<file path="config.mk">
export PLATFORM = sky130hd
export DESIGN_NAME = mulmx_dot_unit
export DESIGN_NICKNAME = d
export VERILOG_FILES = /design/src/rtl/mulmx_dot_unit.sv
export SDC_FILE = /design/constraint.sdc
export NUM_CORES = 2
export LEC_CHECK = 0
export BUFFER_PORTS_ARGS = -buffer_cell sky130_fd_sc_hd__buf_2
export CORE_MARGIN = 1
export CORE_UTILIZATION = 65
export DETAILED_ROUTE_END_ITERATION = 10
export GPL_ROUTABILITY_DRIVEN = 0
export PLACE_DENSITY = 0.83
export SLEW_MARGIN = 10
export SYNTH_ARGS = -nofsm -noshare
export SYNTH_HDL_FRONTEND = slang
export SYNTH_SLANG_ARGS = --single-unit
</file>
<file path="constraint.sdc">
create_clock -name clk -period 9.84 [get_ports clk]
set_input_delay 1.968 -clock clk [delete_from_list [all_inputs] [get_ports clk]]
set_output_delay 1.968 -clock clk [all_outputs]
set_load 0.005 [all_outputs]
</file>
<file path="src/rtl/mulmx_dot_unit.sv">
// mulmx_dot_unit: 3-stage 4-term fixed-point dot product feeding a 16-entry result buffer.
// Define MULMX_SAT_EN to clamp out-of-range results and report them on ovf; otherwise results wrap and ovf is 0.
module mulmx_dot_unit #(
  parameter int DW   = 16,
  parameter int FRAC = 8
) (
  input  logic                 clk,
  input  logic                 rst_n,
  input  logic                 enMulmx,
  input  logic                 doneMulmx,
  input  logic [3:0]           addrMxR,
  input  logic signed [DW-1:0] a0,
  input  logic signed [DW-1:0] a1,
  input  logic signed [DW-1:0] a2,
  input  logic signed [DW-1:0] a3,
  input  logic signed [DW-1:0] b0,
  input  logic signed [DW-1:0] b1,
  input  logic signed [DW-1:0] b2,
  input  logic signed [DW-1:0] b3,
  input  logic [3:0]           rd_addr,
  output logic [DW-1:0]        rd_data,
  output logic                 wr_en,
  output logic [3:0]           wr_addr,
  output logic [DW-1:0]        wr_data,
  output logic                 busy,
  output logic                 done_out,
  output logic                 ovf
);
  localparam int PW = 2*DW;
  localparam int SW = 2*DW + 2;
  localparam int RW = SW - FRAC;
  localparam logic signed [SW-1:0] HALF = SW'(1) <<< (FRAC-1);

  logic signed [DW-1:0] a_vec [4];
  logic signed [DW-1:0] b_vec [4];
  logic signed [PW-1:0] p_d   [4];
  logic signed [PW-1:0] p_q   [4];
  logic                 v1_q, last1_q;
  logic [3:0]           addr1_q;

  assign a_vec[0] = a0;
  assign a_vec[1] = a1;
  assign a_vec[2] = a2;
  assign a_vec[3] = a3;
  assign b_vec[0] = b0;
  assign b_vec[1] = b1;
  assign b_vec[2] = b2;
  assign b_vec[3] = b3;

  // Data registers only load on a valid element so undriven inputs never enter the pipe.
  for (genvar gi = 0; gi < 4; gi++) begin : g_prod
    assign p_d[gi] = PW'(a_vec[gi]) * PW'(b_vec[gi]);
    always_ff @(posedge clk) begin
      if (enMulmx) p_q[gi] <= p_d[gi];
    end
  end

  always_ff @(posedge clk) begin
    if (!rst_n) v1_q <= 1'b0;
    else        v1_q <= enMulmx;
    if (enMulmx) begin
      addr1_q <= addrMxR;
      last1_q <= doneMulmx;
    end
  end

  logic signed [PW:0] s01_d, s23_d, s01_q, s23_q;
  logic               v2_q, last2_q;
  logic [3:0]         addr2_q;

  assign s01_d = (PW+1)'(p_q[0]) + (PW+1)'(p_q[1]);
  assign s23_d = (PW+1)'(p_q[2]) + (PW+1)'(p_q[3]);

  always_ff @(posedge clk) begin
    if (!rst_n) v2_q <= 1'b0;
    else        v2_q <= v1_q;
    if (v1_q) begin
      s01_q   <= s01_d;
      s23_q   <= s23_d;
      addr2_q <= addr1_q;
      last2_q <= last1_q;
    end
  end

  logic signed [SW-1:0] sum_d, rnd_d;
  logic signed [RW-1:0] r_d;
  logic [DW-1:0]        res_d;
  logic                 unused_frac;

  assign sum_d = SW'(s01_q) + SW'(s23_q);
  assign rnd_d = sum_d + HALF;
  // Dropping the low FRAC bits of the rounded sum is the arithmetic right shift.
  assign r_d   = rnd_d[SW-1:FRAC];
  assign unused_frac = ^rnd_d[FRAC-1:0];

`ifdef MULMX_SAT_EN
  logic sat_hi, sat_lo;
  assign sat_hi = ~r_d[RW-1] & (|r_d[RW-2:DW-1]);
  assign sat_lo =  r_d[RW-1] & ~(&r_d[RW-2:DW-1]);

  always_comb begin
    res_d = r_d[DW-1:0];
    if (sat_hi)      res_d = {1'b0, {(DW-1){1'b1}}};
    else if (sat_lo) res_d = {1'b1, {(DW-1){1'b0}}};
  end
`else
  logic unused_hi;
  assign unused_hi = ^r_d[RW-1:DW];
  assign res_d     = r_d[DW-1:0];
`endif

  logic          wr_en_q, last3_q, done_q;
  logic [3:0]    wr_addr_q;
  logic [DW-1:0] wr_data_q;
  logic [DW-1:0] mem_q [16];

  always_ff @(posedge clk) begin
    if (!rst_n) begin
      wr_en_q   <= 1'b0;
      last3_q   <= 1'b0;
      wr_addr_q <= '0;
      wr_data_q <= '0;
      done_q    <= 1'b0;
    end else begin
      wr_en_q <= v2_q;
      last3_q <= v2_q & last2_q;
      done_q  <= wr_en_q & last3_q;
      if (v2_q) begin
        wr_addr_q <= addr2_q;
        wr_data_q <= res_d;
      end
    end
  end

  // A commit that coincides with a reset edge belongs to a discarded job.
  always_ff @(posedge clk) begin
    if (rst_n && wr_en_q) mem_q[wr_addr_q] <= wr_data_q;
  end

  assign rd_data  = mem_q[rd_addr];
  assign wr_en    = wr_en_q;
  assign wr_addr  = wr_addr_q;
  assign wr_data  = wr_data_q;
  assign busy     = v1_q | v2_q | wr_en_q;
  assign done_out = done_q;

`ifdef MULMX_SAT_EN
  logic ovf_q, job_start;
  assign job_start = enMulmx & ~busy & ~done_q;

  always_ff @(posedge clk) begin
    if (!rst_n)                       ovf_q <= 1'b0;
    else if (job_start)               ovf_q <= 1'b0;
    else if (v2_q & (sat_hi | sat_lo)) ovf_q <= 1'b1;
  end
  assign ovf = ovf_q;
`else
  assign ovf = 1'b0;
`endif

endmodule

</file>
==> results.yml <==
min_path:
  hp-class: "reg -> reg"
  hold_depth: 0
  min_from: "addr1_q[3]$_DFFE_PP_"
die:
  initial_core_util: 0.656
  num_rows: 100
  core_um2: 74400
  die_area_um2: 76200
  num_io_pins: 180
  die_w_um: 276
  die_h_um: 276
finish:
  fin_util: 0.698
  final_nets: 5898
  drive_gt1_frac: 0.0777
  syn_to_final_growth_pct: 6.40
  layout_common_cells: "inv_1, fa_1, nand2_1, and2_1, edfxtp_1"
  final_common_cell: "inv_1"
cts:
  post_cts_resized: 0
  numCtsBuffers: 42
  cts_tree: "built"
  clockBufferDepth: 3
  cts_sinks: 435
  post-cts-setup-buffers: 0
  path_clk_slew_ps: 60
  clockRootBuffer: "clkbuf_16"
  htree_levels: 2
  ctsHoldBuffers: 0
  clock_latency_ps: 580
critical_path:
  worst_path_max_delay_cell: "fa_1"
  path_buf_inv: 4
  cp_common_cell: "fa_1"
  r2r_start: "p_q[1][0]$_DFFE_PP_"
  crit_path_start: "b1[1]"
  max_stage_delay_ps: 580
  crit_required_ps: 10140
  worstSetupPathType: "in -> reg"
  setup.worst_path.end_class: "flop"
  start_kind: "input pin"
  path_max_fanout: 16
  path_cells: "buf_2, nand2_1, fa_1, fa_1, fa_1, fa_1, inv_1, fa_1, inv_1, fa_1, inv_1, ha_1, and2_1, a221o_1, a21o_1, a41o_1, a41o_1, o41ai_2, o2111ai_1, o31ai_2, xnor2_1"
  crit_family: "adder cells"
  r2r_cells: 12
  crit_arrival_ps: 8100
  cp.depth: 21
placement:
  portBuffers: 178
  dp_hpwl_um: 82800
  pre_cts_slack_ps: 1550
synthesis:
  synth-async-reset-ratio: 0
  synth_nets: 5808
  synthMuxAreaShare: 0.0398
  yosys.area_share.adder: 0.405
  synthDistinctLibCells: 74
  synth_area_um2: 48800
  syn_inst: 4537
  synth_xor_area_frac: 0.0382
  synthSimpleGateAreaFrac: 0.124
  yosysWarnings: 0
  synth_compound_area_frac: 0.0416
  syn_avg_cell_area_um2: 10.8
  synth_top_family_by_area: "adder cells"
  ys_ff_latch: 435
  ys.flop_type: "edfxtp_1"
  synth-edff-count: 410
  ys_seq_area_frac: 0.262
drt:
  vias: 32000
  wire_per_inst_um: 19.1
  antenna_left: 0
  initialDrtViolationCount: 2222
  drcViolationCount: 0
  wl_um: 107000
  drtPass1Iterations: 5
  via_per_inst: 5.68
global_routing:
  grt_use_total: 0.296
  grt_overflow_total: 0
  grt_first_pass_wirelength_um: 178000
  grt_max_degree: 80
  first_global_vias: 34300
  antenna_found_initial: 3
job:
  cap_viol_max_count: 0
sta:
  relSlewSlack: 0.357
  drv_slew: 0
  finalCritPeriodShare: 0.792
  finClkSkew_ps: 49.4
  timing.final.ws_setup_ps: 2050
  timing.fmax_mhz: 128
  setup_tns_ps: 0
  min_period_ps: 7790
  rsz0062_at_grt: "no"
  finalHoldViolCount: 0
  tightest_slew_ps: 965
  setup_viol: 0
status:
  status: "complete, no violations"
==> metrics by stage <==
stage | cells | instance area [um2] | hold slack (ps)
after floorplan | 4537 | 48800 | 400
after global placement | 5552 | 50600 | 403
after detailed placement | 5552 | 50600 | 410
after CTS | 5629 | 52000 | 425
after global routing | 5632 | 52000 | 437
final | 5632 | 52000 | 424
==> state kept, by name (all words and copies together) (netlist names) <==
| register | cells |
|---|---|
| p_q | 96 |
| wr_en | 1 |
| s01_q | 24 |
| mem_q | 256 |
| wr_addr | 4 |
| v2_q | 1 |
| addr2_q | 4 |
| last2_q | 1 |
| done_out | 1 |
| last1_q | 1 |
| v1_q | 1 |
| last3_q | 1 |
| addr1_q | 4 |
| wr_data | 16 |
| s23_q | 24 |
==> cell usage after synthesis (5+ instances only) <==
master     count  area (um2)
nor2b_1       29         181
fa_1         750       15000
mux4_2        80        1800
buf_1         11        41.3
a41o_1         5        50.1
o2111ai_1      5        43.8
ha_1         381        4770
a211oi_1      15         113
nand3_1       27         135
nand2b_1      27         169
a21o_1        40         300
a21oi_1       85         425
o21a_1        25         188
and2_1       455        2850
clkbuf_1     143         537
o21bai_1      13        97.6
xor2_1        49         429
a31oi_1        9        56.3
nand4_1        7        43.8
o31ai_1        7        52.6
inv_1        997        3740
a21boi_0       5        37.5
o21ai_0       46         230
or3_1         14        87.6
a211o_1        6        52.6
nor3_1        29         145
nor2_1       113         424
o211ai_1       7        52.6
edfxtp_1     410       12300
mux2i_1       14         140
nand2_1      473        1780
and3_1        14        87.6
dfxtp_1       25         500
xnor2_1      164        1440
==> logic make-up after synthesis <==
| logic type | Yosys count |
|---|---|
| AND/OR/NAND/NOR | 1209 |
| flip-flops | 435 |
| AO/OA/AOI/OAI | 302 |
| other | 1 |
| multiplexers | 94 |
| adder cells (fa/ha/maj) | 1131 |
| XOR/XNOR | 213 |
| buffers and inverters | 1152 |
==> area by class of cell <==
type,count,area (um2)
fillers,5289,22500
multi-input cells,2950,31700
clock inverters,29,328
well taps,969,1210
repair buffers,201,1070
inverters,997,3740
flip-flops and latches,435,12800
diodes,3,7.51
clock buffers,48,1070
==> routing by layer <==
layer  GRT usage  wire (um)
met1       0.391      42900
met2       0.511      54100
met3      0.0363       6730
met4      0.0991       3680
met5           0          0
==> path summary, 6_finish.rpt <==
kind | to | slack [ps]
hold reg to reg | addr2_q[3]$_DFFE_PP_ | 420
hold / removal | addr2_q[3]$_DFFE_PP_ | 420
setup / recovery | p_q[1][23]$_DFFE_PP_ | 2050
setup reg to reg | s01_q[22]$_DFFE_PP_ | 6460
Power is left out: the tool's default activity adds up to more than one toggle a clock period on the data nets, which glitch-free logic cannot reach.
